`src/rtl/img_xform_if.sv`:
```
// img_xform_if: frame-buffer access and start/busy/done handshake for the transform engine
interface img_xform_if #(
  parameter int ADDR_W = 6,
  parameter int CH_W   = 8
);
  localparam int PW = 3 * CH_W;
  logic              start;
  logic [1:0]        mode;
  logic [PW-1:0]     in_pix;
  logic [ADDR_W-1:0] row;
  logic [ADDR_W-1:0] col;
  logic              out_we;
  logic [PW-1:0]     out_pix;
  logic              busy;
  logic              done;
  modport master(input start, mode, in_pix, output row, col, out_we, out_pix, busy, done);
  modport slave(output start, mode, in_pix, input row, col, out_we, out_pix, busy, done);
endinterface

```
`src/rtl/img_xform_engine.sv`:
```
// img_xform_engine: in-place vertical/horizontal flip or grayscale over a square frame buffer
module img_xform_engine #(
  parameter int ADDR_W    = 6,
  parameter int CH_W      = 8,
  parameter int GRAY_REPL = 0
) (
  input logic clk,
  input logic rst,
  img_xform_if.master bus
);
  localparam int PW = 3 * CH_W;
  localparam logic [ADDR_W-1:0] LAST = '1;
  localparam logic [ADDR_W-1:0] HALF_LAST = LAST >> 1;
  typedef enum logic [2:0] {IDLE, RD_A, RD_B, WR_B, WR_A, G_RD, G_WR, FIN} state_t;
  state_t state, nxt;
  logic [ADDR_W-1:0] o, n, nxt_o, nxt_n, a_row, a_col, b_row, b_col, nxt_row, nxt_col;
  logic hf, nxt_hf, nxt_we;
  logic [PW-1:0] buf_a, buf_b, nxt_pix, gray;
  logic [CH_W-1:0] r_c, g_c, b_c, mn, mx, avg;
  assign {r_c, g_c, b_c} = bus.in_pix;
  assign bus.busy = !(state == IDLE || state == FIN);
  assign bus.done = state == FIN;
  // gray value of the pixel currently on in_pix: midpoint of its smallest and largest channel
  always_comb begin
    mn = r_c < g_c ? r_c : g_c;
    mn = b_c < mn ? b_c : mn;
    mx = r_c > g_c ? r_c : g_c;
    mx = b_c > mx ? b_c : mx;
    avg = CH_W'(({1'b0, mn} + {1'b0, mx}) >> 1);
    gray = GRAY_REPL != 0 ? {avg, avg, avg} : {{CH_W{1'b0}}, avg, {CH_W{1'b0}}};
  end
  // sequencing: outer counter o, inner counter n; flips walk half the inner range
  always_comb begin
    nxt = state;
    nxt_o = o;
    nxt_n = n;
    nxt_hf = hf;
    case (state)
      IDLE: if (bus.start) begin
        nxt_hf = bus.mode[0];
        nxt_o = '0;
        nxt_n = '0;
        nxt = bus.mode == 2'd3 ? FIN : bus.mode == 2'd2 ? G_RD : RD_A;
      end
      RD_A: nxt = RD_B;
      RD_B: nxt = WR_B;
      WR_B: nxt = WR_A;
      WR_A: begin
        nxt = (o == LAST && n == HALF_LAST) ? FIN : RD_A;
        nxt_n = n == HALF_LAST ? '0 : n + 1'b1;
        nxt_o = n == HALF_LAST ? o + 1'b1 : o;
      end
      G_RD: nxt = G_WR;
      G_WR: begin
        nxt = (o == LAST && n == LAST) ? FIN : G_RD;
        nxt_n = n + 1'b1;
        nxt_o = n == LAST ? o + 1'b1 : o;
      end
      FIN: nxt = IDLE;
      default: nxt = IDLE;
    endcase
  end
  // registered buffer-side outputs are derived from the state being entered
  always_comb begin
    a_row = hf == 1'b1 && nxt != IDLE ? nxt_o : nxt_n;
    a_row = nxt_hf ? nxt_o : nxt_n;
    a_col = nxt_hf ? nxt_n : nxt_o;
    b_row = nxt_hf ? nxt_o : ~nxt_n;
    b_col = nxt_hf ? ~nxt_n : nxt_o;
    nxt_row = (nxt == RD_B || nxt == WR_B) ? b_row :
              (nxt == RD_A || nxt == WR_A || nxt == G_RD || nxt == G_WR) ? a_row : '0;
    nxt_col = (nxt == RD_B || nxt == WR_B) ? b_col :
              (nxt == RD_A || nxt == WR_A || nxt == G_RD || nxt == G_WR) ? a_col : '0;
    nxt_we = nxt == WR_B || nxt == WR_A || nxt == G_WR;
    nxt_pix = nxt == WR_B ? buf_a : nxt == WR_A ? buf_b : nxt == G_WR ? gray : bus.out_pix;
  end
  // state, counters, pixel buffers and buffer-side outputs
  always_ff @(posedge clk) begin
    if (rst) begin
      state <= IDLE;
      o <= '0;
      n <= '0;
      hf <= 1'b0;
      buf_a <= '0;
      buf_b <= '0;
      bus.row <= '0;
      bus.col <= '0;
      bus.out_we <= 1'b0;
      bus.out_pix <= '0;
    end else begin
      state <= nxt;
      o <= nxt_o;
      n <= nxt_n;
      hf <= nxt_hf;
      buf_a <= state == RD_A ? bus.in_pix : buf_a;
      buf_b <= state == RD_B ? bus.in_pix : buf_b;
      bus.row <= nxt_row;
      bus.col <= nxt_col;
      bus.out_we <= nxt_we;
      bus.out_pix <= nxt_pix;
    end
  end
endmodule
```
`src/flat_wrapper.sv`:
```
// flat-port wrapper written by rule: the top's interface ports become plain ports
module img_xform_engine_flat 
#(
  parameter int ADDR_W    = 6,
  parameter int CH_W      = 8,
  parameter int GRAY_REPL = 0
)
  (clk, rst, bus_start, bus_mode, bus_in_pix, bus_row, bus_col, bus_out_we, bus_out_pix, bus_busy, bus_done);
  img_xform_if #(.ADDR_W(ADDR_W), .CH_W(CH_W)) bus_i ();
  input logic clk;
  input logic rst;
  input wire logic [$bits(bus_i.start)-1:0] bus_start;
  input wire logic [$bits(bus_i.mode)-1:0] bus_mode;
  input wire logic [$bits(bus_i.in_pix)-1:0] bus_in_pix;
  output wire logic [$bits(bus_i.row)-1:0] bus_row;
  output wire logic [$bits(bus_i.col)-1:0] bus_col;
  output wire logic [$bits(bus_i.out_we)-1:0] bus_out_we;
  output wire logic [$bits(bus_i.out_pix)-1:0] bus_out_pix;
  output wire logic [$bits(bus_i.busy)-1:0] bus_busy;
  output wire logic [$bits(bus_i.done)-1:0] bus_done;
  assign bus_i.start = bus_start;
  assign bus_i.mode = bus_mode;
  assign bus_i.in_pix = bus_in_pix;
  assign bus_row = bus_i.row;
  assign bus_col = bus_i.col;
  assign bus_out_we = bus_i.out_we;
  assign bus_out_pix = bus_i.out_pix;
  assign bus_busy = bus_i.busy;
  assign bus_done = bus_i.done;
  img_xform_engine #(.ADDR_W(ADDR_W), .CH_W(CH_W), .GRAY_REPL(GRAY_REPL)) u_core (.clk(clk), .rst(rst), .bus(bus_i));
endmodule
```
`config.mk`:
```
export PLATFORM = sky130hd
export DESIGN_NAME = img_xform_engine_flat
export DESIGN_NICKNAME = d
export VERILOG_FILES = /design/src/rtl/img_xform_if.sv /design/src/rtl/img_xform_engine.sv /design/src/flat_wrapper.sv
export SDC_FILE = /design/constraint.sdc
export NUM_CORES = 1
export LEC_CHECK = 0
export ABC_AREA = 1
export ABC_CLOCK_PERIOD_IN_PS = 8000
export CAP_MARGIN = 10
export CELL_PAD_IN_SITES_DETAIL_PLACEMENT = 1
export CELL_PAD_IN_SITES_GLOBAL_PLACEMENT = 1
export CORE_UTILIZATION = 44
export DETAILED_ROUTE_END_ITERATION = 10
export PLACE_DENSITY_LB_ADDON = 0.25
export SYNTH_ARGS = -nofsm -noshare
export SYNTH_HDL_FRONTEND = slang
export SYNTH_SLANG_ARGS = --single-unit
```
`constraint.sdc`:
```
create_clock -name clk -period 8 [get_ports clk]
set_input_delay 1.2 -clock clk [delete_from_list [all_inputs] [get_ports clk]]
set_output_delay 1.2 -clock clk [all_outputs]
set_load 0.02 [all_outputs]
```
==> results.toml, run 1 <==
[pwr]
power_density_nw_per_um2 = 293
leakagePower_nw = 2.70
p_switching_mw = 0.824
ir_worst_vdd_mv = 0.138
p_int_mw = 1.11
sw_frac_of_total = 0.427
pwr-share-comb = 0.418
pwr-share-clk = 0.235
report.power.total_mw = 1.93
pwr-share-seq = 0.347

[clocking]
worstSkewPairLatency_ps = 360
numClockSinks = 101
cts_made_buffers = 9
hold_buffers = 0
cts.clk_slew.worst_paths_ps = 80
clock_path_buffers = 2
cts-resized-gates = 0
root_buffer = "clkbuf_16"
cts_max_level = 3
cts_tree = "built"
cts_setup_buffers = 0

[logic_synthesis]
avgSynthCellArea_um2 = 7.17
seq_area_frac_synth = 0.367
yosysUniqueCellTypes = 48
synth_edf_count = 0
ys_ff_latch = 101
syn_inst = 769
ys_warn_count = 0
syn_nets = 831
yosys_most_used_dff = "dfxtp_1"
async_flop_share = 0
synth_area_um2 = 5520

[run]
drv_cap = 0

[timing]
slew_headroom = 0.311
timing.final.crit_share = 0.737
rsz0062_at_grt = "false"
fmax_ghz = 0.170
finalHoldViolCount = 0
setup_ws_ps = 2110
fin_crit_ps = 5890
tns_ps = 0
finClkSkew_ps = 7.80
worst_pin_slew_ps = 1030
drv_slew = 0
setup_viol = 0

[route]
drc = 0
firstDrtPassIters = 5
via_per_inst = 5.55
route.vias.total = 5504
routed_wl_um = 17700
drt_iter0_drc = 307
wl_per_cell_um = 17.8
detail-route-antenna-nets = 0

[critical_path]
end_kind = "flop"
slowest_delay_ps = 470
crit_fanout = 16
crit_path_frequent_cell = "nand2_1"
worstPathArrival_ps = 6130
worstPathRequired_ps = 8240
startpoint_type = "primary input"
cpMaxStageDelayCell = "clkdlybuf4s50_1"
worstSetupPathType = "in2reg"

[floorplan]
coreArea_um2 = 12100
initial_core_util = 0.455
die_area_um2 = 13000
die_w_um = 114
rows = 40
io-pin-count = 68
dieHeight_um = 114

[worst_hold_path]
hold_class = "reg2reg"

[global_route]
grt_pass1_vias = 5530
antenna_found_initial = 0
grt_max_degree = 58
grt_pass1_wl_um = 28600
grt_usage = 0.284
grt_overflow = 0

[final_layout]
final_common_cell = "nand2_1"
num-nets-final = 880
final_cell_mix = "nand2_1, dfxtp_1, inv_1, o21ai_0, a21oi_1"
final_area_um2 = 6600
final_core_util = 0.545
num_antenna_cells = 0
fillers = 1565
drive_gt1_frac = 0.0826
area_growth_pct = 19.6

[placed_design]
dp_hpwl_um = 12800
place.gp.congestion = 0.876
post-place-ws_ps = 1890
port_buffers = 67
placed_area_um2 = 6300

[outcome]
status = "complete, no violations"
## metal layers
metal	vias to the layer above	track usage	routed length [µm]
li1	2653	-	-
met1	2694	0.369	8030
met2	129	0.482	8660
met3	28	0.0367	594
met4	0	0.103	397
met5	-	0	0
## logic make-up (layout without fill, tap and decap cells)
logic type,Yosys count,count (layout),share of synthesized area
AND/OR/NAND/NOR,259,259,0.201
AO/OA/AOI/OAI,234,234,0.252
buffers and inverters,137,191,0.0968
flip-flops,101,101,0.367
adder cells (fa/ha/maj),33,33,0.0762
XOR/XNOR,5,5,0.00794
## worst max-delay path: cells and delay by family
| kind | cells | cell delay (ps) |
|---|---|---|
| buf+inv | 5 | 900 |
| fa+ha+maj | 3 | 1060 |
| compound gates | 10 | 1480 |
| simple gates | 14 | 1460 |
## cell usage after synthesis (4+ instances only)
library cell / number / share of area
inv_1: 93 / 0.063
nor2_2: 5 / 0.0057
a31oi_1: 22 / 0.025
xor2_1: 4 / 0.0063
nor2_1: 75 / 0.051
nor3_1: 7 / 0.0063
o21ai_0: 90 / 0.082
nor3_2: 4 / 0.0073
nand2_1: 136 / 0.093
a21oi_1: 77 / 0.070
inv_2: 8 / 0.0054
clkbuf_1: 29 / 0.020
nand2_2: 4 / 0.0045
nand3_1: 17 / 0.015
o22ai_1: 6 / 0.0068
dfxtp_1: 101 / 0.37
a2111oi_2: 5 / 0.014
o21ai_1: 4 / 0.0036
ha_1: 32 / 0.073
## stage by stage
stage	instances	hold slack [ps]
after floorplan	769	424
after global placement	975	432
after detailed placement	975	440
after CTS	991	454
after global routing	991	467
final	991	450
## final timing paths
check | startpoint | to | slack, ps | depth (start not counted)
setup / recovery | bus_in_pix[11] | u_core.bus.out_pix[15]$_SDFFE_PP0P_ | 2110 | 32
hold / removal | u_core.buf_a[6]$_SDFFE_PP0P_ | u_core.buf_a[6]$_SDFFE_PP0P_ | 450 | 2
setup reg to reg | u_core.state[1]$_SDFF_PP0_ | u_core.bus.col[0]$_SDFF_PP0_ | 4950 | 9
hold reg to reg | u_core.buf_a[6]$_SDFFE_PP0P_ | u_core.buf_a[6]$_SDFFE_PP0P_ | 450 | 2
## power by group through the flow
stage                     sequential (mW)  clock (mW)  combinational (mW)
after global placement              0.671           0               0.761
after CTS                           0.669       0.460               0.804
after detailed placement            0.679           0               0.794
after global routing                0.679       0.478               0.882
final                               0.669       0.453               0.808
after floorplan                     0.705           0               0.501
## sequential cells by signal, indices dropped and copies added (netlist names)
register and count:
u_core.o 6, u_core.bus.row 6, u_core.bus.out_pix 24, u_core.state 3, u_core.hf 1, u_core.buf_b 24, u_core.bus.out_we 1, u_core.buf_a 24
u_core.n 6, u_core.bus.col 6
## cell type report
cell class / count / area (µm²) / area share
clock buffers: 9 / 225 / 0.0341
flip-flops and latches: 101 / 2020 / 0.306
inverters: 102 / 385 / 0.0584
repair buffers: 73 / 716 / 0.108
well taps: 168 / 210 / 0.0319
clock inverters: 7 / 73.8 / 0.0112
multi-input cells: 531 / 2970 / 0.449
Note: power is estimated with default switching activity, not from simulation.
==> run 2, diff against run 1 <==
- ABC_CLOCK_PERIOD_IN_PS: 8000 -> 6100
- CORE_UTILIZATION: 44 -> 41
- clock period: 8 -> 6.1 ns (I/O delays scaled with it)
==> run 2 against run 1 <==
Net effect: global-route usage decreased by 1.6 points; worst hold slack lost 3.0 ps; non-clock buffer count up 7; clock-buffer cell count increased by 2; combinational power grew 30%; critical path depth unchanged; power up 29%; wire length about the same; largest cell class unchanged.
==> results.toml, run 2 (synthesized netlist as in run 1, its figures left out) <==
[outcome]
status = "complete, no violations"

[final_layout]
top_regs = "u_core.buf_a (24), u_core.buf_b (24), u_core.bus.out_pix (24)"
num-nets-final = 887
final_common_cell = "nand2_1"
finalNonFillerCells = 1006
num_antenna_cells = 0
drive_gt1_frac = 0.0904
area_growth_pct = 20.5
final_cell_mix = "nand2_1, dfxtp_1, inv_1, o21ai_0, a21oi_1"
final_core_util = 0.504

[clocking]
cts_tree = "built"
cts_max_level = 3
cts_made_buffers = 9
worstSkewPairLatency_ps = 350
clock_path_buffers = 2
cts_setup_buffers = 0
numClockSinks = 101
root_buffer = "clkbuf_16"
cts.clk_slew.worst_paths_ps = 70

[critical_path]
slowest_delay_ps = 470
startpoint_type = "primary input"
timing.rr.end = "u_core.bus.out_pix[15]$_SDFFE_PP0P_"
end_kind = "flop"
crit_path_frequent_cell = "nand2_1"
worstRegToRegCells = 10
path_delay_family = "simple AND/OR/NAND/NOR gates"
timing.rr.start = "u_core.state[0]$_SDFF_PP0_"
worstPathArrival_ps = 5760
crit_fanout = 16
r2r_slack_ps = 3450
worstPathRequired_ps = 6330
cpMaxStageDelayCell = "clkdlybuf4s50_1"
worstSetupPathType = "in2reg"
path_buf_inv = 5

[worst_hold_path]
hold_start = "u_core.buf_a[0]$_SDFFE_PP0P_"
worst_hold_path.endpoint = "u_core.buf_a[0]$_SDFFE_PP0P_"
hold_class = "reg2reg"
hold_path_depth = 2

[pwr]
ir_worst_vdd_mv = 0.187
report.power.total_mw = 2.49
leakagePower_nw = 2.73
power_density_nw_per_um2 = 375

[global_route]
grt_pass1_wl_um = 29100
grt_max_degree = 58
grt_overflow = 0
grt_pass1_vias = 5557
antenna_found_initial = 0
grt_usage = 0.268

[placed_design]
dp_hpwl_um = 13100
dp_cells = 990
place.gp.congestion = 0.899
port_buffers = 67

[route]
drt_iter0_drc = 307
routed_wl_um = 17700
wl_per_cell_um = 17.6
route.vias.total = 5420
drc = 0
detail-route-antenna-nets = 0
firstDrtPassIters = 4
via_per_inst = 5.39

[timing]
drv_slew = 0
timing.final.crit_share = 0.907
finClkSkew_ps = 5.71
fmax_ghz = 0.181
fin_hold_ws_ps = 447
slew_headroom = 0.530
worst_pin_slew_ps = 704
tns_ps = 0
setup_viol = 0
rsz0062_at_grt = "false"
fin_crit_ps = 5530
finalHoldViolCount = 0

[floorplan]
dieHeight_um = 118
die_w_um = 118
die_area_um2 = 13900
io-pin-count = 68
rows = 42
coreArea_um2 = 13200
initial_core_util = 0.418

[run]
drv_cap = 0
run 2: cell types whose count changed in the layout (fill, tap and decap cells not counted):
cell	previous run	this run
buf_4	6	13
inv_6	4	2
a21oi_1	77	76
a21oi_2	3	4
clkbuf_1	0	1
clkbuf_8	0	1
clkinv_2	0	1
clkinv_8	1	0
clkinvlp_4	0	1
inv_8	2	1
run 2: power by group:
group,internal [mW],switching [mW],total (mW)
sequential,0.800,0.0733,0.873
combinational,0.364,0.687,1.05
clock,0.294,0.275,0.569
total,1.46,1.04,2.49
run 2: worst max-delay path by stage:
stage	cells past startpoint	startpoint	slack [ps]	to
5_1_grt	32	bus_in_pix[11]	10	u_core.bus.out_pix[15]$_SDFFE_PP0P_
2_1_floorplan	28	bus_in_pix[15]	1230	u_core.bus.out_pix[15]$_SDFFE_PP0P_
4_1_cts	31	bus_in_pix[11]	530	u_core.bus.out_pix[15]$_SDFFE_PP0P_
3_5_place_dp	31	bus_in_pix[11]	170	u_core.bus.out_pix[15]$_SDFFE_PP0P_
3_3_place_gp	28	bus_in_pix[11]	350	u_core.bus.out_pix[15]$_SDFFE_PP0P_
6_report	32	bus_in_pix[11]	570	u_core.bus.out_pix[15]$_SDFFE_PP0P_
run 2: per-stage QoR:
stage	worst slack (ps)	instance area [µm²]
after global placement	345	6360
after floorplan	1230	5520
after detailed placement	166	6360
after global routing	9.73	6650
final	570	6650
after CTS	533	6650
run 2: metal layers:
| layer | routed length [µm] | global-route usage | up-vias |
|---|---|---|---|
| li1 | - | - | 2684 |
| met1 | 7560 | 0.327 | 2614 |
| met2 | 9080 | 0.471 | 104 |
| met3 | 683 | 0.0407 | 18 |
| met4 | 358 | 0.100 | 0 |
| met5 | 0 | 0 | - |
run 2: area by class of cell:
class                           count  area [µm²]
Timing Repair Buffer               80         768
Tap cell                          176         220
Inverter                          102         385
Fill cell                        1687        6540
Clock inverter                      5        41.3
Clock buffer                       11         243
Multi-Input combinational cell    531        2970
Sequential cell                   101        2020
run 2: tightest hold or removal path: stages, from the launching register on:
cell	delay, ps
dfxtp_1	310
inv_1	50
a21oi_1	50
run 2: what timing repair did:
| item | in CTS | in global routing |
|---|---|---|
| endpoints found under the setup margin | 0 | 1 |
| resized for setup | 0 | 1 |
| hold buffers | 0 | 0 |
==> run 3, diff against run 2 <==
- RECOVER_POWER: default -> 25
==> run 3 against run 2 <==
Net effect: the run now ends with max-capacitance violations, max-slew violations left; combinational power hardly changed; largest cell class unchanged; wire length is 0.32% higher; first-iteration DRC count is 7.5% lower; non-clock buffer count stayed put; global-route usage stayed put; clock-buffer cell count stayed put; sequential share of layout area is 0.11 points higher; critical path type unchanged; flip-flop and latch count stayed put; clock skew hardly changed; sequential power hardly changed; critical endpoint unchanged; die area stayed put.
==> results.toml, run 3 (synthesized netlist as in run 1, its figures left out) <==
[critical_path]
crit_path_frequent_cell = "nand2_1"
slowest_delay_ps = 470
worstSetupPathType = "in2reg"
worstPathArrival_ps = 5770
end_kind = "flop"
cpMaxStageDelayCell = "clkdlybuf4s50_1"
startpoint_type = "primary input"
worstPathRequired_ps = 6330
path_delay_family = "simple AND/OR/NAND/NOR gates"
path_buf_inv = 5
crit_fanout = 16

[run]
drv_cap = 2

[timing]
rsz0062_at_grt = "false"
fin_crit_ps = 5530
drv_slew = 77
fin_hold_ws_ps = 446
slew_headroom = -0.605
finalHoldViolCount = 0
worst_pin_slew_ps = 2410
setup_viol = 0
tns_ps = 0
finClkSkew_ps = 5.64
timing.final.crit_share = 0.907
fmax_ghz = 0.181

[final_layout]
multi_input_area_um2 = 2950
final_cell_mix = "nand2_1, dfxtp_1, inv_1, o21ai_0, a21oi_1"
regArea_um2 = 2020
area_growth_pct = 20.1
drive_gt1_frac = 0.0831
num-nets-final = 887
num_antenna_cells = 0
final_common_cell = "nand2_1"
fillers = 1694
finalNonFillerCells = 1006
top_regs = "u_core.buf_a (24), u_core.buf_b (24), u_core.bus.out_pix (24)"

[global_route]
grt_overflow = 0
grt_usage = 0.268
grt_max_degree = 58
antenna_found_initial = 0
grt_pass1_wl_um = 29100
grt_pass1_vias = 5557

[floorplan]
dieHeight_um = 118
io-pin-count = 68
die_area_um2 = 13900
initial_core_util = 0.418
coreArea_um2 = 13200
rows = 42
die_w_um = 118

[route]
detail-route-antenna-nets = 0
drt_iter0_drc = 284
via_per_inst = 5.38
firstDrtPassIters = 4
drc = 0
routed_wl_um = 17700
route.vias.total = 5417
wl_per_cell_um = 17.6

[placed_design]
dp_hpwl_um = 13100
port_buffers = 67
place.gp.congestion = 0.899
dp_cells = 990

[clocking]
cts_setup_buffers = 0
numClockSinks = 101
cts.clk_slew.worst_paths_ps = 70
clock_path_buffers = 2
cts_max_level = 3
cts_made_buffers = 9
cts_tree = "built"
root_buffer = "clkbuf_16"
worstSkewPairLatency_ps = 350

[outcome]
status = "finished, violations left"
violations = "max-capacitance violations, max-slew violations"

[pwr]
power_density_nw_per_um2 = 373
ir_worst_vdd_mv = 0.187
leakagePower_nw = 2.81

[worst_hold_path]
hold_class = "reg2reg"
[run 3: worst reg2reg max path, cell delays in order, from the launching register on]
cell and delay (ps):
dfxtp_1 390, nor3_2 190, clkbuf_1 1730, inv_1 580, nand2_2 260, a21oi_4 100
inv_4 240, nor2_1 110, nand2_1 160, o21ai_0 120, a31oi_1 230
[run 3: where the power goes]
part | switching (mW) | total [mW] | internal, mW
logic | 0.685 | 1.03 | 0.347
clock network | 0.276 | 0.570 | 0.294
registers | 0.0711 | 0.871 | 0.799
[run 3: repair_timing]
item                                    CTS  global route
endpoints found under the setup margin    0             1
gates resized for setup                   0             1
hold buffers                              0             0
[run 3: metrics by stage]
stage               setup WS, ps   util  power [mW]  cell area [µm²]
global placement             345  0.482        1.90             6360
global route                9.73  0.502        2.64             6620
finish                       566  0.502        2.47             6620
detailed placement           166  0.482        1.94             6360
floorplan                   1230      -        1.58             5520
CTS                          533  0.504        2.51             6650
[run 3: path summary, 6_finish.rpt]
path	slack, ps	endpoint	depth (start not counted)	startpoint
worst max-delay path	570	u_core.bus.out_pix[15]$_SDFFE_PP0P_	32	bus_in_pix[11]
worst min-delay path	450	u_core.buf_a[0]$_SDFFE_PP0P_	2	u_core.buf_a[0]$_SDFFE_PP0P_
worst max register to register	1930	u_core.bus.col[2]$_SDFF_PP0_	10	u_core.state[0]$_SDFF_PP0_
worst min register to register	450	u_core.buf_a[0]$_SDFFE_PP0P_	2	u_core.buf_a[0]$_SDFFE_PP0P_
[run 3: routing by layer]
layer	wire length (µm)	global-route usage	vias to the layer above	share of wire
met5	0	0	-	0
met4	435	0.100	0	0.025
met3	644	0.0407	22	0.036
met2	8900	0.471	95	0.50
met1	7750	0.327	2620	0.44
li1	-	-	2680	-
[run 3: cell type report]
class / count / area share
clock inverter: 5 / 0.00623
inverter: 102 / 0.0582
tap: 176 / 0.0332
multi-input combinational: 531 / 0.445
timing repair buffer: 80 / 0.115
clock buffer: 11 / 0.0366
sequential: 101 / 0.305
